==> src/rtl/demux_reg.sv <==
// Registered 1-to-2 demultiplexer with a one-entry holding register per output channel.
// Optional per-channel delivery counters are compiled in when DEMUX_CNT_EN is defined.
module demux_reg #(
  parameter int N     = 6,
  parameter int CNT_W = 8
) (
  input  logic             clk,
  input  logic             rst_n,
  input  logic [N-1:0]     In,
  input  logic             sel,
  input  logic             in_valid,
  output logic             in_ready,
  output logic [N-1:0]     out1,
  output logic             out1_valid,
  input  logic             out1_ready,
  output logic [N-1:0]     out2,
  output logic             out2_valid,
  input  logic             out2_ready
`ifdef DEMUX_CNT_EN
  ,
  output logic [CNT_W-1:0] cnt1,
  output logic [CNT_W-1:0] cnt2
`endif
);

  typedef enum logic {
    EMPTY = 1'b0,
    FULL  = 1'b1
  } ch_state_t;

  ch_state_t ch1_state_r, ch1_next_s;
  ch_state_t ch2_state_r, ch2_next_s;

  logic acc_s;
  logic ld1_s;
  logic ld2_s;
  logic d1_s;
  logic d2_s;

  assign out1_valid = (ch1_state_r == FULL);
  assign out2_valid = (ch2_state_r == FULL);

  // Readiness looks only at the channel the current word is headed for.
  assign in_ready = sel ? (~out2_valid | out2_ready) : (~out1_valid | out1_ready);
  assign acc_s    = in_valid & in_ready;
  assign ld1_s    = acc_s & ~sel;
  assign ld2_s    = acc_s & sel;
  assign d1_s     = out1_valid & out1_ready;
  assign d2_s     = out2_valid & out2_ready;

  // Channel state registers
  always_ff @(posedge clk or negedge rst_n) begin
    if (!rst_n) begin
      ch1_state_r <= EMPTY;
      ch2_state_r <= EMPTY;
    end else begin
      ch1_state_r <= ch1_next_s;
      ch2_state_r <= ch2_next_s;
    end
  end

  // Channel 1 next state: a load wins over a drain, giving back-to-back throughput
  always_comb begin
    ch1_next_s = ch1_state_r;
    case (ch1_state_r)
      EMPTY: begin
        if (ld1_s) ch1_next_s = FULL;
        else       ch1_next_s = EMPTY;
      end
      FULL: begin
        if (ld1_s)     ch1_next_s = FULL;
        else if (d1_s) ch1_next_s = EMPTY;
        else           ch1_next_s = FULL;
      end
      default: ch1_next_s = EMPTY;
    endcase
  end

  // Channel 2 next state, same rules with the opposite select
  always_comb begin
    ch2_next_s = ch2_state_r;
    case (ch2_state_r)
      EMPTY: begin
        if (ld2_s) ch2_next_s = FULL;
        else       ch2_next_s = EMPTY;
      end
      FULL: begin
        if (ld2_s)     ch2_next_s = FULL;
        else if (d2_s) ch2_next_s = EMPTY;
        else           ch2_next_s = FULL;
      end
      default: ch2_next_s = EMPTY;
    endcase
  end

  // Output data registers: data keeps its last value after a drain
  always_ff @(posedge clk or negedge rst_n) begin
    if (!rst_n) begin
      out1 <= '0;
      out2 <= '0;
    end else begin
      if (ld1_s) out1 <= In;
      else       out1 <= out1;
      if (ld2_s) out2 <= In;
      else       out2 <= out2;
    end
  end

`ifdef DEMUX_CNT_EN
  // Delivery counters, wrapping naturally at 2^CNT_W
  always_ff @(posedge clk or negedge rst_n) begin
    if (!rst_n) begin
      cnt1 <= '0;
      cnt2 <= '0;
    end else begin
      if (d1_s) cnt1 <= cnt1 + {{(CNT_W-1){1'b0}}, 1'b1};
      else      cnt1 <= cnt1;
      if (d2_s) cnt2 <= cnt2 + {{(CNT_W-1){1'b0}}, 1'b1};
      else      cnt2 <= cnt2;
    end
  end
`else
  // Counter width is only meaningful with counters built; keep it a legal value anyway
  if (CNT_W < 1) begin : g_cnt_w_unused
  end
`endif

endmodule

==> config.mk <==
export PLATFORM = sky130hd
export DESIGN_NAME = demux_reg
export DESIGN_NICKNAME = d
export VERILOG_FILES = /design/src/rtl/demux_reg.sv
export SDC_FILE = /design/constraint.sdc
export NUM_CORES = 1
export LEC_CHECK = 0
export CORE_UTILIZATION = 42
export DETAILED_ROUTE_END_ITERATION = 8
export GPL_TIMING_DRIVEN = 0
export PLACE_DENSITY = 0.82
export REMOVE_ABC_BUFFERS = 1
export SLEW_MARGIN = 20
export SYNTH_ARGS = -nofsm -noshare
export SYNTH_HDL_FRONTEND = slang
export SYNTH_SLANG_ARGS = --single-unit
==> constraint.sdc <==
create_clock -name clk -period 2.12 [get_ports clk]
set_clock_uncertainty 0.1 [all_clocks]
set_input_delay 0.636 -clock clk [delete_from_list [all_inputs] [get_ports clk]]
set_output_delay 0.636 -clock clk [all_outputs]
set_load 0.01 [all_outputs]
==> qor.yml, run 1 <==
route:
  met3_wirelength_um: 61
  wl_met2_um: 526
  highest_layer: "met4"
  wl_um: 1080
  via_per_inst: 4.87
  met1_length_um: 484
  ant_nets: 0
  drc: 0
  dr.pass1.iters: 2
  wl_per_cell_um: 13.0
  vias: 404
  drt_iter0_markers: 2
power_and_ir_drop:
  power_density_nw_per_um2: 815
  leakage_nw: 0.415
  ir_drop_uv: 515
setup_path:
  crit_type: "in2out"
  cpPeakStageDelay_ps: 210
  crit_buf_inv: 2
  end_kind: "output port"
  cp.required_ps: 1380
  worstPathArrival_ps: 1280
  cp_top_family: "buffers and inverters"
  cpMaxStageDelayCell: "and2b_2"
  cp_cell_sequence: "dlygate4sd2_1, and2b_2, a21oi_1, buf_2"
  critPathLaunchType: "input pin"
  cp_max_fo: 2
synthesis:
  synth.distinct_cells: 12
  synth_seq_cells: 14
  netlist_top_cells_area: "dfrtp_1, mux2_4, mux2_2"
  ys_seq_area_share_pct: 58.2
  async_reset_ff_share_pct: 100
  ys.warnings.count: 0
  synth-edff-count: 0
  synth_cells: 37
  yosysTopAreaCell: "dfrtp_1"
  synth_commonest_cells: "dfrtp_1, mux2_2, mux2_4, nand2_1, nand2b_4"
  synth_top_area_share_pct: 58.2
  synth.most_common_cell: "dfrtp_1"
  syn_avg_cell_area_um2: 16.3
  synth_ff_type: "dfrtp_1"
  netlist_area_um2: 602
placement:
  portBuffers: 26
  dp_hpwl_um: 813
  place_congestion: 0.576
  dpl_worst_slack_ps: -605
timing:
  finalCritPeriodShare_pct: 95.1
  rsz0062_at_grt: "false"
  slew_headroom_pct: 58.4
  worst_pin_slew_ps: 622
  min_period_ps: 2020
  hold_viol: 0
  post-route-worst-setup-slack_ps: 103
  totalNegativeSetupSlack_ps: 0
  setup_viol: 0
  hold_slack_ps: 411
  fmax_ghz: 0.496
  slew_viol_final: 0
die:
  start_util_pct: 45.7
  rows: 13
  pin_count: 27
  dieArea_um2: 1590
  fp.dieW_um: 39.9
  die_h_um: 39.9
  core_area_um2: 1320
cts:
  clock_latency_ps: 270
  root_buffer: "clkbuf_4"
  cts_hold_buf: 0
  cts_buffers: 3
  clkSinkCount: 14
  cts_tree: "yes"
  cts.clk_slew.worst_paths_ps: 80
  clock_path_buffers: 2
  htreeDepth: 1
final_layout:
  syn_to_final_growth_pct: 51.8
  final_layout_size_suffix_gt1_share_pct: 35.3
  n_antenna_cell: 0
  nets: 81
global_routing:
  grt_pass1_vias: 348
  antenna_found_initial: 0
  grt_max_degree: 15
  grt_pass1_wl_um: 1520
  grt_overflow_total: 0
  grt_usage_pct: 15.8
job:
  maxCapViolations: 0
worst_hold_path:
  hold_path_class: "reg2reg"
run_status:
  status: "completed"
metrics by stage:
stage / std cells / util [%] / power [W] / cell area [um^2]
after floorplan: 36 / - / 0.000433 / 591
after global placement: 77 / 66.0 / 0.000559 / 870
after detailed placement: 77 / 66.0 / 0.000565 / 870
after CTS: 83 / 69.3 / 0.000758 / 913
after global routing: 83 / 69.3 / 0.000787 / 913
final: 83 / 69.3 / 0.000745 / 913
cells by family after synthesis:
logic type             after synthesis  synth area share (%)
and+or+nand+nor                      9                  12.9
muxes                               12                  26.2
buffers and inverters                1                  1.87
DFF                                 14                  58.2
AOI/OAI and AO/OA                    1                 0.831
layer usage:
| metal | GRT usage, % | vias to the layer above |
|---|---|---|
| met2 | 23.8 | 18 |
| li1 | - | 191 |
| met3 | 5.11 | 2 |
| met1 | 20.2 | 193 |
| met5 | 0 | - |
| met4 | 7.76 | 0 |
registers in the layout, indices dropped and copies added, names as in the netlist:
signal,flops
out1,6
out2,6
out1_valid,1
out2_valid,1
layout by cell type, fill, tap and decap left out, drive strengths merged:
cell type,count
dfrtp,14
a21oi,1
clkdlybuf4s50,22
and2b,1
nor2b,1
nand2,2
nor2,2
mux2,12
dlygate4sd2,3
buf,3
nand2b,3
clkbuf,4
final timing paths:
| path | start | endpoint | slack (ps) | depth (start not counted) |
|---|---|---|---|---|
| worst min register to register | out2[2]$_DFFE_PN0P_ | out2[2]$_DFFE_PN0P_ | 410 | 1 |
| worst max-delay path | out2_ready | in_ready | 100 | 4 |
| worst max register to register | out2_valid$_DFF_PN0_ | out2[1]$_DFFE_PN0P_ | 650 | 4 |
| worst min-delay path | out2[2]$_DFFE_PN0P_ | out2[2]$_DFFE_PN0P_ | 410 | 1 |
| min in group asynchronous | rst_n | out1[0]$_DFFE_PN0P_ | 640 | 1 |
| max in group asynchronous | rst_n | out1[4]$_DFFE_PN0P_ | 870 | 1 |
report_power, final:
group | switching, W | total, W | internal [W]
clock network | 0.0000824 | 0.000187 | 0.000104
registers | 0.0000250 | 0.000337 | 0.000312
logic | 0.0000728 | 0.000221 | 0.000148
cell type report:
cell class                      count  area [um^2]
Fill cell                          98          404
Sequential cell                    14          350
Timing Repair Buffer               28          267
Multi-Input combinational cell     22          241
Clock buffer                        4         36.3
Tap cell                           15         18.8
timing repair:
item / 4_1_cts / 5_1_grt
endpoints found under the hold margin: 0 / 0
endpoints found under the setup margin: 1 / 0
buffers inserted: 2 / 0
gates resized for setup: 8 / 0
(Power assumes the default switching activity.)
==> run 2: changes to the inputs <==
Settings changed: RECOVER_POWER from default to 100.
==> qor.yml, run 2 (synthesis results as in run 1) <==
run_status:
  status: "completed"  # unchanged
setup_path:
  cpPeakStageDelay_ps: 610  # was 210 ps
  end_kind: "output port"  # unchanged
  worstPathArrival_ps: 1300  # was 1280 ps
  crit_buf_inv: 1  # was 2
  cp_max_fo: 2  # unchanged
  cp.required_ps: 1380  # about the same
  ff2ff_setup_slack_ps: 540  # was 650 ps
  critPathLaunchType: "flip-flop"  # was input pin
  cp_top_family: "buffers and inverters"  # unchanged
  cp_cell_sequence: "dlygate4sd3_1"  # was dlygate4sd2_1, and2b_2, a21oi_1, buf_2
  crit_type: "reg2out"  # was in2out
  cpMaxStageDelayCell: "dlygate4sd3_1"  # was and2b_2
final_layout:
  fin_cells: 83  # unchanged
  layout_commonest_cell: "dlygate4sd3_1"  # was clkdlybuf4s50_1
  syn_to_final_growth_pct: 47.0  # was 51.8%
  fillCellCount: 105  # was 98
  nets: 81  # unchanged
  seq_area_um2: 350  # unchanged
  mostFrequentLayoutCells: "dlygate4sd3_1, dfrtp_1, mux2_2, clkdlybuf4s50_1, mux2_1"  # was clkdlybuf4s50_1, dfrtp_1, mux2_4, mux2_2
  top_regs: "out1: 6 flops, out2: 6 flops"  # unchanged
  fin_util_pct: 67.1  # was 69.3%
  final_layout_size_suffix_gt1_share_pct: 27.9  # was 35.3%
  multiInputGateArea_um2: 213  # was 241 um^2
  n_antenna_cell: 0  # unchanged
die:
  pin_count: 27  # unchanged
  fp.dieW_um: 39.9  # unchanged
  rows: 13  # unchanged
  start_util_pct: 45.7  # unchanged
  die_h_um: 39.9  # unchanged
  core_area_um2: 1320  # unchanged
  dieArea_um2: 1590  # unchanged
timing:
  worst_pin_slew_ps: 625  # was 622 ps
  hold_slack_ps: 384  # was 411 ps
  rsz0062_at_grt: "false"  # unchanged
  slew_headroom_pct: 58.2  # was 58.4%
  fmax_ghz: 0.491  # was 0.496 GHz
  slew_viol_final: 0  # unchanged
  setup_viol: 0  # unchanged
  totalNegativeSetupSlack_ps: 0  # unchanged
  hold_viol: 0  # unchanged
  min_period_ps: 2040  # was 2020 ps
  finalCritPeriodShare_pct: 96.0  # was 95.1%
route:
  met1_length_um: 471  # was 484 um
  wl_um: 1060  # was 1080 um
  met3_wirelength_um: 67  # was 61 um
  ant_nets: 0  # unchanged
  via_per_inst: 4.94  # was 4.87
  drt_iter0_markers: 3  # was 2
  vias: 410  # was 404
  highest_layer: "met4"  # unchanged
  drc: 0  # unchanged
  wl_met2_um: 517  # was 526 um
  wl_per_cell_um: 12.8  # was 13.0 um
  dr.pass1.iters: 2  # unchanged
cts:
  root_buffer: "clkbuf_4"  # unchanged
  clock_latency_ps: 270  # about the same
  clkSinkCount: 14  # unchanged
  cts_buffers: 3  # unchanged
  cts.clk_slew.worst_paths_ps: 80  # about the same
  htreeDepth: 1  # unchanged
  clock_path_buffers: 2  # unchanged
  cts_tree: "yes"  # unchanged
global_routing:
  grt_pass1_vias: 348  # unchanged
  grt_pass1_wl_um: 1520  # unchanged
  grt_max_degree: 15  # unchanged
  antenna_found_initial: 0  # unchanged
  grt_overflow_total: 0  # unchanged
  grt_usage_pct: 15.8  # unchanged
job:
  maxCapViolations: 0  # unchanged
power_and_ir_drop:
  power_density_nw_per_um2: 797  # was 815 nW/um^2
  leakage_nw: 0.399  # was 0.415 nW
  ir_drop_uv: 490  # was 515 uV
placement:
  dpl.cell_count: 77  # unchanged
  dp_hpwl_um: 813  # unchanged
  portBuffers: 26  # unchanged
  place_congestion: 0.576  # unchanged
worst_hold_path:
  hold_path_class: "reg2reg"  # unchanged
## run 2: changes by cell type in the layout (fill, tap and decap cells not counted)
cell	previous run	this run
nor2b_2	0	1
clkdlybuf4s50_1	22	6
dlygate4sd3_1	0	16
nor2_2	0	1
nor2b_4	1	0
nor2_4	1	0
mux2_4	6	1
mux2_1	0	5
## run 2: final cells by class
cell class,instances,share of cell area [%]
flip-flops and latches,14,39.6
well taps,15,2.12
repair buffers,28,30.1
clock buffers,4,4.10
multi-input cells,22,24.0
## run 2: stage by stage
step	total power (W)	instance area, um^2	setup slack (ps)
after floorplan	0.000433	591	307
after global placement	0.000559	870	-620
after detailed placement	0.000565	870	-605
after CTS	0.000758	913	100
after global routing	0.000747	885	33.8
final	0.000705	885	84.6
## run 2: layer usage
metal  up-vias  global-route usage (%)
li1        193                       -
met4         0                    7.76
met5         -                       0
met3         2                    5.11
met2        20                    23.8
met1       195                    20.2
## run 2: timing repair
item | CTS | global route
setup buffers | 2 | 0
gates resized for setup | 8 | 0
hold buffers | 0 | 0
endpoints found under the setup margin | 1 | 0
## run 2: path summary, 6_finish.rpt
| path | cells past startpoint | end | from |
|---|---|---|---|
| setup / recovery | 1 | out1_valid | out1_valid$_DFF_PN0_ |
| max in group asynchronous | 1 | out1[4]$_DFFE_PN0P_ | rst_n |
| min in group asynchronous | 1 | out1_valid$_DFF_PN0_ | rst_n |
| hold reg to reg | 1 | out1[4]$_DFFE_PN0P_ | out1[4]$_DFFE_PN0P_ |
| setup reg to reg | 4 | out2[1]$_DFFE_PN0P_ | out2_valid$_DFF_PN0_ |
| hold / removal | 1 | out1[4]$_DFFE_PN0P_ | out1[4]$_DFFE_PN0P_ |
## run 2: power by group
part / switching (W) / internal (W) / total (W)
combinational: 0.0000707 / 0.000115 / 0.000186
sequential: 0.0000213 / 0.000312 / 0.000333
clock: 0.0000815 / 0.000104 / 0.000186
total: 0.000174 / 0.000531 / 0.000705
==> run 3: changes to the inputs <==
Settings changed: PLACE_DENSITY 0.82 to 0.78.
==> qor.yml, run 3 (synthesis results as in run 1) <==
timing:
  setup_viol: 0  # unchanged
  finalCritPeriodShare_pct: 95.4  # was 96.0%
  slew_viol_final: 0  # unchanged
  worst_pin_slew_ps: 636  # was 625 ps
  hold_viol: 0  # unchanged
  rsz0062_at_grt: "false"  # unchanged
  fmax_ghz: 0.494  # was 0.491 GHz
  slew_headroom_pct: 57.5  # was 58.2%
  min_period_ps: 2020  # was 2040 ps
  post-route-worst-setup-slack_ps: 97.4  # was 84.6 ps
job:
  maxCapViolations: 0  # unchanged
die:
  dieArea_um2: 1590  # unchanged
  core_area_um2: 1320  # unchanged
  fp.dieW_um: 39.9  # unchanged
  start_util_pct: 45.7  # unchanged
  rows: 13  # unchanged
  die_h_um: 39.9  # unchanged
  pin_count: 27  # unchanged
cts:
  cts_tree: "yes"  # unchanged
  clkSinkCount: 14  # unchanged
  clock_path_buffers: 2  # unchanged
  cts_buffers: 3  # unchanged
  cts_hold_buf: 0  # unchanged
  root_buffer: "clkbuf_4"  # unchanged
  cts.clk_slew.worst_paths_ps: 80  # about the same
  clock_latency_ps: 270  # about the same
  htreeDepth: 1  # unchanged
setup_path:
  end_kind: "output port"  # unchanged
  cp_max_fo: 2  # unchanged
  worstPathArrival_ps: 1290  # was 1300 ps
  crit_type: "in2out"  # was reg2out
  critPathLaunchType: "input pin"  # was flip-flop
  cp.required_ps: 1380  # about the same
final_layout:
  layout_commonest_cell: "dlygate4sd3_1"  # unchanged
  n_antenna_cell: 0  # unchanged
  fin_util_pct: 67.7  # was 67.1%
  fin_cells: 83  # unchanged
  mostFrequentLayoutCells: "dlygate4sd3_1, dfrtp_1, mux2_2, clkdlybuf4s50_1, mux2_1"  # unchanged
  fillCellCount: 109  # was 105
  syn_to_final_growth_pct: 48.2  # was 47.0%
  nets: 81  # unchanged
  top_regs: "out1: 6 flops, out2: 6 flops"  # unchanged
  fin_area_um2: 892  # was 885 um^2
  final_layout_size_suffix_gt1_share_pct: 29.4  # was 27.9%
global_routing:
  grt_overflow_total: 0  # unchanged
  grt_pass1_wl_um: 1750  # was 1520 um
  grtUsageMet1_pct: 20.7  # was 20.2%
  grt_usage_pct: 17.7  # was 15.8%
  use_met3_pct: 6.25  # was 5.11%
  busiest_layer: "met2"  # unchanged
  grt_pass1_vias: 404  # was 348
  antenna_found_initial: 0  # unchanged
  grtUsageMet2_pct: 29.9  # was 23.8%
  grt_max_degree: 15  # unchanged
power_and_ir_drop:
  leakage_nw: 0.400  # was 0.399 nW
  p_seq_share_pct: 46.9  # was 47.3%
  ir_drop_uv: 431  # was 490 uV
  p_clk_share_pct: 26.6  # was 26.4%
  p_comb_share_pct: 26.6  # was 26.4%
  p_sw_share_pct: 25.3  # was 24.6%
  p_int_w: 0.000532  # was 0.000531 W
  power_density_nw_per_um2: 798  # was 797 nW/um^2
  power_switching_w: 0.000180  # was 0.000174 W
route:
  drc: 0  # unchanged
  wl_per_cell_um: 14.0  # was 12.8 um
  via_per_inst: 4.77  # was 4.94
  dr.pass1.iters: 1  # was 2
  ant_nets: 0  # unchanged
  drt_iter0_markers: 0  # was 3
  wl_um: 1170  # was 1060 um
  vias: 396  # was 410
placement:
  dpl_worst_slack_ps: -607  # was -605 ps
  dpl.cell_count: 77  # unchanged
  placed_area_um2: 870  # unchanged
  portBuffers: 26  # unchanged
  place_congestion: 0.578  # was 0.576
  dp_hpwl_um: 890  # was 813 um
worst_hold_path:
  hold_path_class: "reg2reg"  # unchanged
run_status:
  status: "completed"  # unchanged
==> run 3: cell counts in the layout (fill, tap and decap cells not counted) <==
No cell type changed its count.
==> run 3: repair_timing <==
item | CTS | global route
setup endpoints to repair | 1 | 0
gates resized for setup | 9 | 0
buffers inserted | 2 | 0
==> run 3: through the flow <==
step / hold WS [ps] / TNS (ps) / power, W
after floorplan: 240 / 0 / 0.000433
after detailed placement: 399 / -615 / 0.000568
after global placement: 391 / -607 / 0.000559
after CTS: 423 / 0 / 0.000759
final: 397 / 0 / 0.000712
after global routing: 423 / 0 / 0.000754
==> run 3: area by class of cell <==
class / count / area, um^2 / share of cell area, %
well taps: 15 / 18.8 / 2.10
repair buffers: 28 / 267 / 29.9
clock buffers: 4 / 36.3 / 4.07
multi-input cells: 22 / 220 / 24.7
flip-flops and latches: 14 / 350 / 39.3
==> run 3: worst max-delay path, cell delays in order <==
cell,delay (ps)
dlygate4sd2_1,190
and2b_2,220
a21oi_1,110
buf_2,140
==> run 3: worst paths after layout <==
path | from | to | slack [ps] | depth (start not counted)
worst max-delay path | out2_ready | in_ready | 100 | 4
worst min-delay path | out1[3]$_DFFE_PN0P_ | out1[3]$_DFFE_PN0P_ | 400 | 1
worst max register to register | out1_valid$_DFF_PN0_ | out1[1]$_DFFE_PN0P_ | 610 | 4
worst min register to register | out1[3]$_DFFE_PN0P_ | out1[3]$_DFFE_PN0P_ | 400 | 1
max in group asynchronous | rst_n | out1[5]$_DFFE_PN0P_ | 790 | 1
min in group asynchronous | rst_n | out1[0]$_DFFE_PN0P_ | 710 | 1
==> run 3: power by group through the flow <==
stage | registers [W] | clock network, W | logic [W]
after global placement | 0.000341 | 0 | 0.000218
final | 0.000333 | 0.000189 | 0.000189
after floorplan | 0.000362 | 0 | 0.0000706
after global routing | 0.000340 | 0.000209 | 0.000205
after detailed placement | 0.000343 | 0 | 0.000225
after CTS | 0.000339 | 0.000195 | 0.000226
==> run 3: layer usage <==
layer  up-vias  part of all wire [%]
met5         -                     0
met4         0                     0
met3         0                   7.5
met2        20                    51
met1       188                    41
li1        188                     -
